### src/rtl/cpu_pkg.sv
// -----------------------------------------------------------------------------
// cpu_pkg
// Shared definitions for the 5-stage MIPS core pipeline registers:
//   - exception code constants carried down the pipe in *_ExcCode
//   - default Tnew field width and reset/handler PC values
//   - the packed payload struct latched by the D->E register
//   - the capture-mode enum that selects normal / bubble / flush behaviour
// -----------------------------------------------------------------------------
package cpu_pkg;

  // Exception codes (CP0 Cause.ExcCode encoding).
  localparam logic [4:0] EXC_NONE    = 5'd0;
  localparam logic [4:0] EXC_SYSCALL = 5'd8;
  localparam logic [4:0] EXC_RI      = 5'd10;
  localparam logic [4:0] EXC_OV      = 5'd12;

  // Hazard timing field width.
  localparam int TNEW_W = 2;

  // PC defaults: reset vector and exception handler entry.
  localparam logic [31:0] RESET_PC_DEF   = 32'h0000_3000;
  localparam logic [31:0] HANDLER_PC_DEF = 32'h0000_4180;

  // What a pipeline register does on a given edge.
  typedef enum logic [1:0] {
    CAP_NORMAL = 2'd0,  // capture upstream stage
    CAP_BUBBLE = 2'd1,  // insert a bubble, keep PC/BD for precise interrupts
    CAP_FLUSH  = 2'd2   // exception/interrupt flush to handler
  } cap_mode_e;

  // Everything the D->E register carries except Tnew (whose width is a
  // per-instance parameter).
  typedef struct packed {
    logic [31:0] pc;
    logic [31:0] instr;
    logic [31:0] rs_data;
    logic [31:0] rt_data;
    logic [31:0] ext_imm;
    logic [4:0]  write_reg;
    logic [4:0]  exc_code;
    logic        bd;
  } de_payload_t;

endpackage

### src/rtl/tnew_sat_dec.sv
// -----------------------------------------------------------------------------
// tnew_sat_dec
// Saturating decrement of a Tnew hazard-timing field: 0 stays 0, otherwise
// subtract one. Shared by the D->E, E->M and M->W pipeline registers.
// Ports:
//   tnew_i  in  W  Tnew as seen by the upstream stage
//   tnew_o  out W  Tnew one stage later, never below zero
// -----------------------------------------------------------------------------
module tnew_sat_dec #(
  parameter int W = 2
) (
  input  logic [W-1:0] tnew_i,
  output logic [W-1:0] tnew_o
);

  localparam logic [W-1:0] ONE = W'(1);

  assign tnew_o = (tnew_i == '0) ? '0 : (tnew_i - ONE);

endmodule

### src/rtl/de_pipe_reg.sv
// -----------------------------------------------------------------------------
// de_pipe_reg
// D->E pipeline register of the 5-stage MIPS core. Latches decoded operands,
// the resolved destination register, hazard timing (Tnew), exception state
// and the delay-slot flag. Inserts a bubble on a D-stage stall and clears
// itself on an exception/interrupt request. Priority: req > stall > normal.
// All outputs come straight from flops.
//
// Optional feature macro: DE_REG_VALID_EN adds output E_Valid (1 on a normal
// capture, 0 after reset/bubble/flush).
//
// Ports:
//   clk, reset_n                      clock, async active-low reset
//   req                               flush request from CP0
//   stall                             D-stage stall from hazard unit
//   D_PC, D_Instr, D_RS_Data,
//   D_RT_Data, D_Ext_Imm      [31:0]  D-stage data
//   D_WriteReg [4:0], D_Tnew [TNEW_W-1:0], D_ExcCode [4:0], D_BD
//   E_*                               registered copies (E_Tnew = sat(D_Tnew-1))
//   E_Valid (DE_REG_VALID_EN only)    E holds a real instruction
// -----------------------------------------------------------------------------
module de_pipe_reg #(
  parameter logic [31:0] RESET_PC   = cpu_pkg::RESET_PC_DEF,
  parameter logic [31:0] HANDLER_PC = cpu_pkg::HANDLER_PC_DEF,
  parameter int          TNEW_W     = cpu_pkg::TNEW_W
) (
  input  logic              clk,
  input  logic              reset_n,
  input  logic              req,
  input  logic              stall,
  input  logic [31:0]       D_PC,
  input  logic [31:0]       D_Instr,
  input  logic [31:0]       D_RS_Data,
  input  logic [31:0]       D_RT_Data,
  input  logic [31:0]       D_Ext_Imm,
  input  logic [4:0]        D_WriteReg,
  input  logic [TNEW_W-1:0] D_Tnew,
  input  logic [4:0]        D_ExcCode,
  input  logic              D_BD,
  output logic [31:0]       E_PC,
  output logic [31:0]       E_Instr,
  output logic [31:0]       E_RS_Data,
  output logic [31:0]       E_RT_Data,
  output logic [31:0]       E_Ext_Imm,
  output logic [4:0]        E_WriteReg,
  output logic [TNEW_W-1:0] E_Tnew,
  output logic [4:0]        E_ExcCode,
  output logic              E_BD
`ifdef DE_REG_VALID_EN
  ,
  output logic              E_Valid
`endif
);

  import cpu_pkg::*;

  cap_mode_e          cap_mode;
  de_payload_t        pay_d, pay_q;
  logic [TNEW_W-1:0]  tnew_dec;
  logic [TNEW_W-1:0]  tnew_d, tnew_q;
`ifdef DE_REG_VALID_EN
  logic               valid_d, valid_q;
`endif

  tnew_sat_dec #(.W(TNEW_W)) u_tnew_dec (
    .tnew_i (D_Tnew),
    .tnew_o (tnew_dec)
  );

  // A flush outranks a stall: the bubble would otherwise leave the stalled
  // PC in E while CP0 is redirecting to the handler.
  always_comb begin
    if (req)        cap_mode = CAP_FLUSH;
    else if (stall) cap_mode = CAP_BUBBLE;
    else            cap_mode = CAP_NORMAL;
  end

  always_comb begin
    // NOTE: every combinational output gets a default first so no path
    // through the case below can infer a latch.
    pay_d  = '0;
    tnew_d = '0;
`ifdef DE_REG_VALID_EN
    valid_d = 1'b0;
`endif
    case (cap_mode)
      CAP_FLUSH: begin
        pay_d.pc = HANDLER_PC;
      end
      CAP_BUBBLE: begin
        // Keep PC and BD so an interrupt taken on the bubble still
        // produces the correct EPC and Cause.BD. WriteReg stays 0 so
        // forwarding/stall logic sees no producer.
        pay_d.pc = D_PC;
        pay_d.bd = D_BD;
      end
      CAP_NORMAL: begin
        pay_d.pc        = D_PC;
        pay_d.instr     = D_Instr;
        pay_d.rs_data   = D_RS_Data;
        pay_d.rt_data   = D_RT_Data;
        pay_d.ext_imm   = D_Ext_Imm;
        pay_d.write_reg = D_WriteReg;
        pay_d.exc_code  = D_ExcCode;
        pay_d.bd        = D_BD;
        tnew_d          = tnew_dec;
`ifdef DE_REG_VALID_EN
        valid_d         = 1'b1;
`endif
      end
      default: ;
    endcase
  end

  // NOTE: sequential state uses non-blocking assignments only, so every
  // flop samples its _d value from before the edge.
  always_ff @(posedge clk or negedge reset_n) begin
    if (!reset_n) begin
      // NOTE: this is a bank of individual flops, not a memory, so all of
      // it is reset; only the PC resets to a nonzero value.
      pay_q    <= '0;
      pay_q.pc <= RESET_PC;
      tnew_q   <= '0;
`ifdef DE_REG_VALID_EN
      valid_q  <= 1'b0;
`endif
    end else begin
      pay_q    <= pay_d;
      tnew_q   <= tnew_d;
`ifdef DE_REG_VALID_EN
      valid_q  <= valid_d;
`endif
    end
  end

  assign E_PC       = pay_q.pc;
  assign E_Instr    = pay_q.instr;
  assign E_RS_Data  = pay_q.rs_data;
  assign E_RT_Data  = pay_q.rt_data;
  assign E_Ext_Imm  = pay_q.ext_imm;
  assign E_WriteReg = pay_q.write_reg;
  assign E_Tnew     = tnew_q;
  assign E_ExcCode  = pay_q.exc_code;
  assign E_BD       = pay_q.bd;
`ifdef DE_REG_VALID_EN
  assign E_Valid    = valid_q;
`endif

endmodule

### config.mk
export PLATFORM = sky130hd
export DESIGN_NAME = de_pipe_reg
export DESIGN_NICKNAME = d
export VERILOG_FILES = /design/src/rtl/cpu_pkg.sv /design/src/rtl/tnew_sat_dec.sv /design/src/rtl/de_pipe_reg.sv
export SDC_FILE = /design/constraint.sdc
export NUM_CORES = 1
export LEC_CHECK = 0
export CAP_MARGIN = 20
export CORE_AREA = 2 2 134 136
export CTS_CLUSTER_SIZE = 10
export DETAILED_ROUTE_END_ITERATION = 8
export DIE_AREA = 0 0 136 138
export GPL_TIMING_DRIVEN = 0
export PLACE_DENSITY = 0.84
export SLEW_MARGIN = 10
export SYNTH_ARGS = -nofsm -noshare
export SYNTH_HDL_FRONTEND = slang
export SYNTH_SLANG_ARGS = --single-unit
### constraint.sdc
create_clock -name clk -period 1.2 [get_ports clk]
set_input_delay 0.18 -clock clk [delete_from_list [all_inputs] [get_ports clk]]
set_output_delay 0.18 -clock clk [all_outputs]
set_load 0.03 [all_outputs]
==> flow_summary.yaml <==
logic_synthesis:
  post-synth-top-count-cell: "dfrtp_1"
  async_flop_share: 1.00
  synth_cell_types: 11
  synth_nets: 558
  synth_common_cells: "dfrtp_1, nor3b_2, nor3b_1, nor2b_1, buf_2"
  ys_seq_area_frac: 0.681
  synth_top_cell_by_area: "dfrtp_1"
  synth_flop_cell: "dfrtp_1"
  syn-cell-area_um2: 6360
  synth.avg_cell_area_um2: 16.7
  ys_ff_latch: 173
  ys_warn_count: 0
  syn_inst: 381
  synth.area.top_cells: "dfrtp_1, nor3b_2, nor3b_1"
  synth_edf_count: 0
  synth_top_area_frac: 0.673
final_layout:
  area_growth_pct: 55.7
  nets: 925
  fillers: 1486
  diodes: 0
  fin_cells: 990
  drive_gt1_frac: 0.448
  postLayoutCellArea_um2: 9900
critical_path:
  path_cells: "buf_6"
  slowest_delay_ns: 0.54
  critPathSlowestCell: "dfstp_2"
  path_buf_inv: 1
  cp_data_arrival_time_ns: 1.08
  end_kind: "primary output"
  crit_path_start_kind: "register"
  path_max_fanout: 1
  required_ns: 1.02
  critPathKind: "register to primary output"
  crit_family: "flip-flops"
placement:
  post-place-cells: 958
  port_buffers: 347
  dp_hpwl_mm: 13.4
  placed_area_um2: 10200
  gp_congestion: 0.792
clocking:
  clk_root_buffer_cell: "clkbuf_16"
  h-tree-depth: 4
  clk_pin_slew_ns: 0.07
  clock_sinks: 173
  clockBufferDepth: 2
  cts_tree: "yes"
  numCtsBuffers: 17
timing:
  timing.fmax_mhz: 795
  period_minus_slack_ns: 1.26
  finalSetupTns_ns: -0.105
  finalHoldViolations: 70
  final.period_utilization: 1.05
  tightest_slew_ns: 0.549
  worst_hold_slack_ns: -0.310
  slew_viol_final: 0
  final.setup.worst_slack_ns: -0.0582
  rsz0062_at_grt: "yes"
  slew_headroom: 0.634
  setup_viol: 2
route:
  routed_wl_mm: 18.0
  first_iter_violations: 140
  via_per_inst: 4.48
  ant_nets: 0
  firstDrtPassIters: 4
  vias: 4440
  drcViolationCount: 0
  wl_per_cell_um: 18.2
outcome:
  outcome: "finished with violations"
  violations: "negative hold slack, negative setup slack"
job:
  drv_cap: 0
floorplanning:
  die-area_um2: 18800
  dieHeight_um: 138
  ios: 350
  start_util: 0.363
  die_w_um: 136
  core-area_um2: 17500
  num_rows: 49
global_route:
  grt_pass1_wl_mm: 27.7
  first_global_vias: 4957
  grt_use_total: 0.195
  grt_max_degree: 104
  grt-ovfl-total: 0
  antenna_found_initial: 0
power:
  peakVddDrop_mv: 0.930
  p_leak_uw: 0.00475
  powerDensity_nw_per_um2: 1380
worst_hold_path:
  hp-class: "input port to async pin"
[state kept, by name, indices dropped and copies added (netlist names)]
signal,count
E_Tnew,2
E_BD,1
E_WriteReg,5
E_RS_Data,32
E_Ext_Imm,32
E_PC,32
E_RT_Data,32
E_ExcCode,5
E_Instr,32
[report_power, final]
part,switching (uW),internal (uW),total [uW]
Clock,2430,3030,5460
Combinational,1100,938,2040
Sequential,57.2,6060,6120
[kinds of logic (layout without fill, tap and decap cells)]
kind of cell,after synthesis,count (layout),synth area share
buffers and inverters,35,415,0.0407
DFF,173,173,0.681
and+or+nand+nor,173,173,0.278
[area by class of cell]
class | count | area (um2) | share of cell area
Multi-Input combinational cell | 173 | 1770 | 0.179
Buffer | 35 | 259 | 0.0262
Sequential cell | 173 | 4330 | 0.438
Timing Repair Buffer | 348 | 2670 | 0.270
Tap cell | 229 | 287 | 0.0289
Clock inverter | 12 | 129 | 0.0130
Clock buffer | 20 | 457 | 0.0461
[placed cells by master (no fill, tap or decap), drive strengths merged]
cell	count
nor3b	138
nor4b	1
nor4bb	1
clkinv	3
inv	4
nor2b	30
dfstp	2
dfrtp	171
clkinvlp	4
clkdlybuf4s50	173
bufinv	1
clkbuf	24
buf	206
or2	3
[repair_timing]
item                                    in CTS  in global routing
resized for setup                          869                  9
endpoints found under the hold margin       70                 70
pin swaps                                    0                  0
endpoints found under the setup margin     173                  6
cloned                                       0                  0
buffers inserted                             0                  0
[layer usage]
metal	up-vias	routed length, um	GRT usage
li1	2004	-	-
met1	2163	6360	0.208
met2	248	9380	0.349
met3	25	1820	0.0708
met4	0	429	0.0713
met5	-	0	0
[stage by stage]
stage               worst slack, ns   util  total power, uW  hold slack (ns)
floorplan                     0.380      -             7230           -0.116
global placement              -6.97  0.577             8480            0.519
detailed placement           -0.161  0.579             8520            0.167
CTS                         -0.0881  0.564            13800           -0.281
global route                -0.0974  0.565            14200           -0.264
finish                      -0.0582  0.565            13600           -0.310
[final timing paths]
path / from / endpoint / slack (ns) / cells after the start
worst min-delay path: reset_n / E_RT_Data[27] / -0.31 / 1
worst max-delay path: E_PC[13] / E_PC[13] / -0.06 / 1
max in group asynchronous: reset_n / E_PC[13] / 0.59 / 2
min in group clk: req / E_PC[11] / 0.09 / 2
Power figures use the tool's default switching activity.
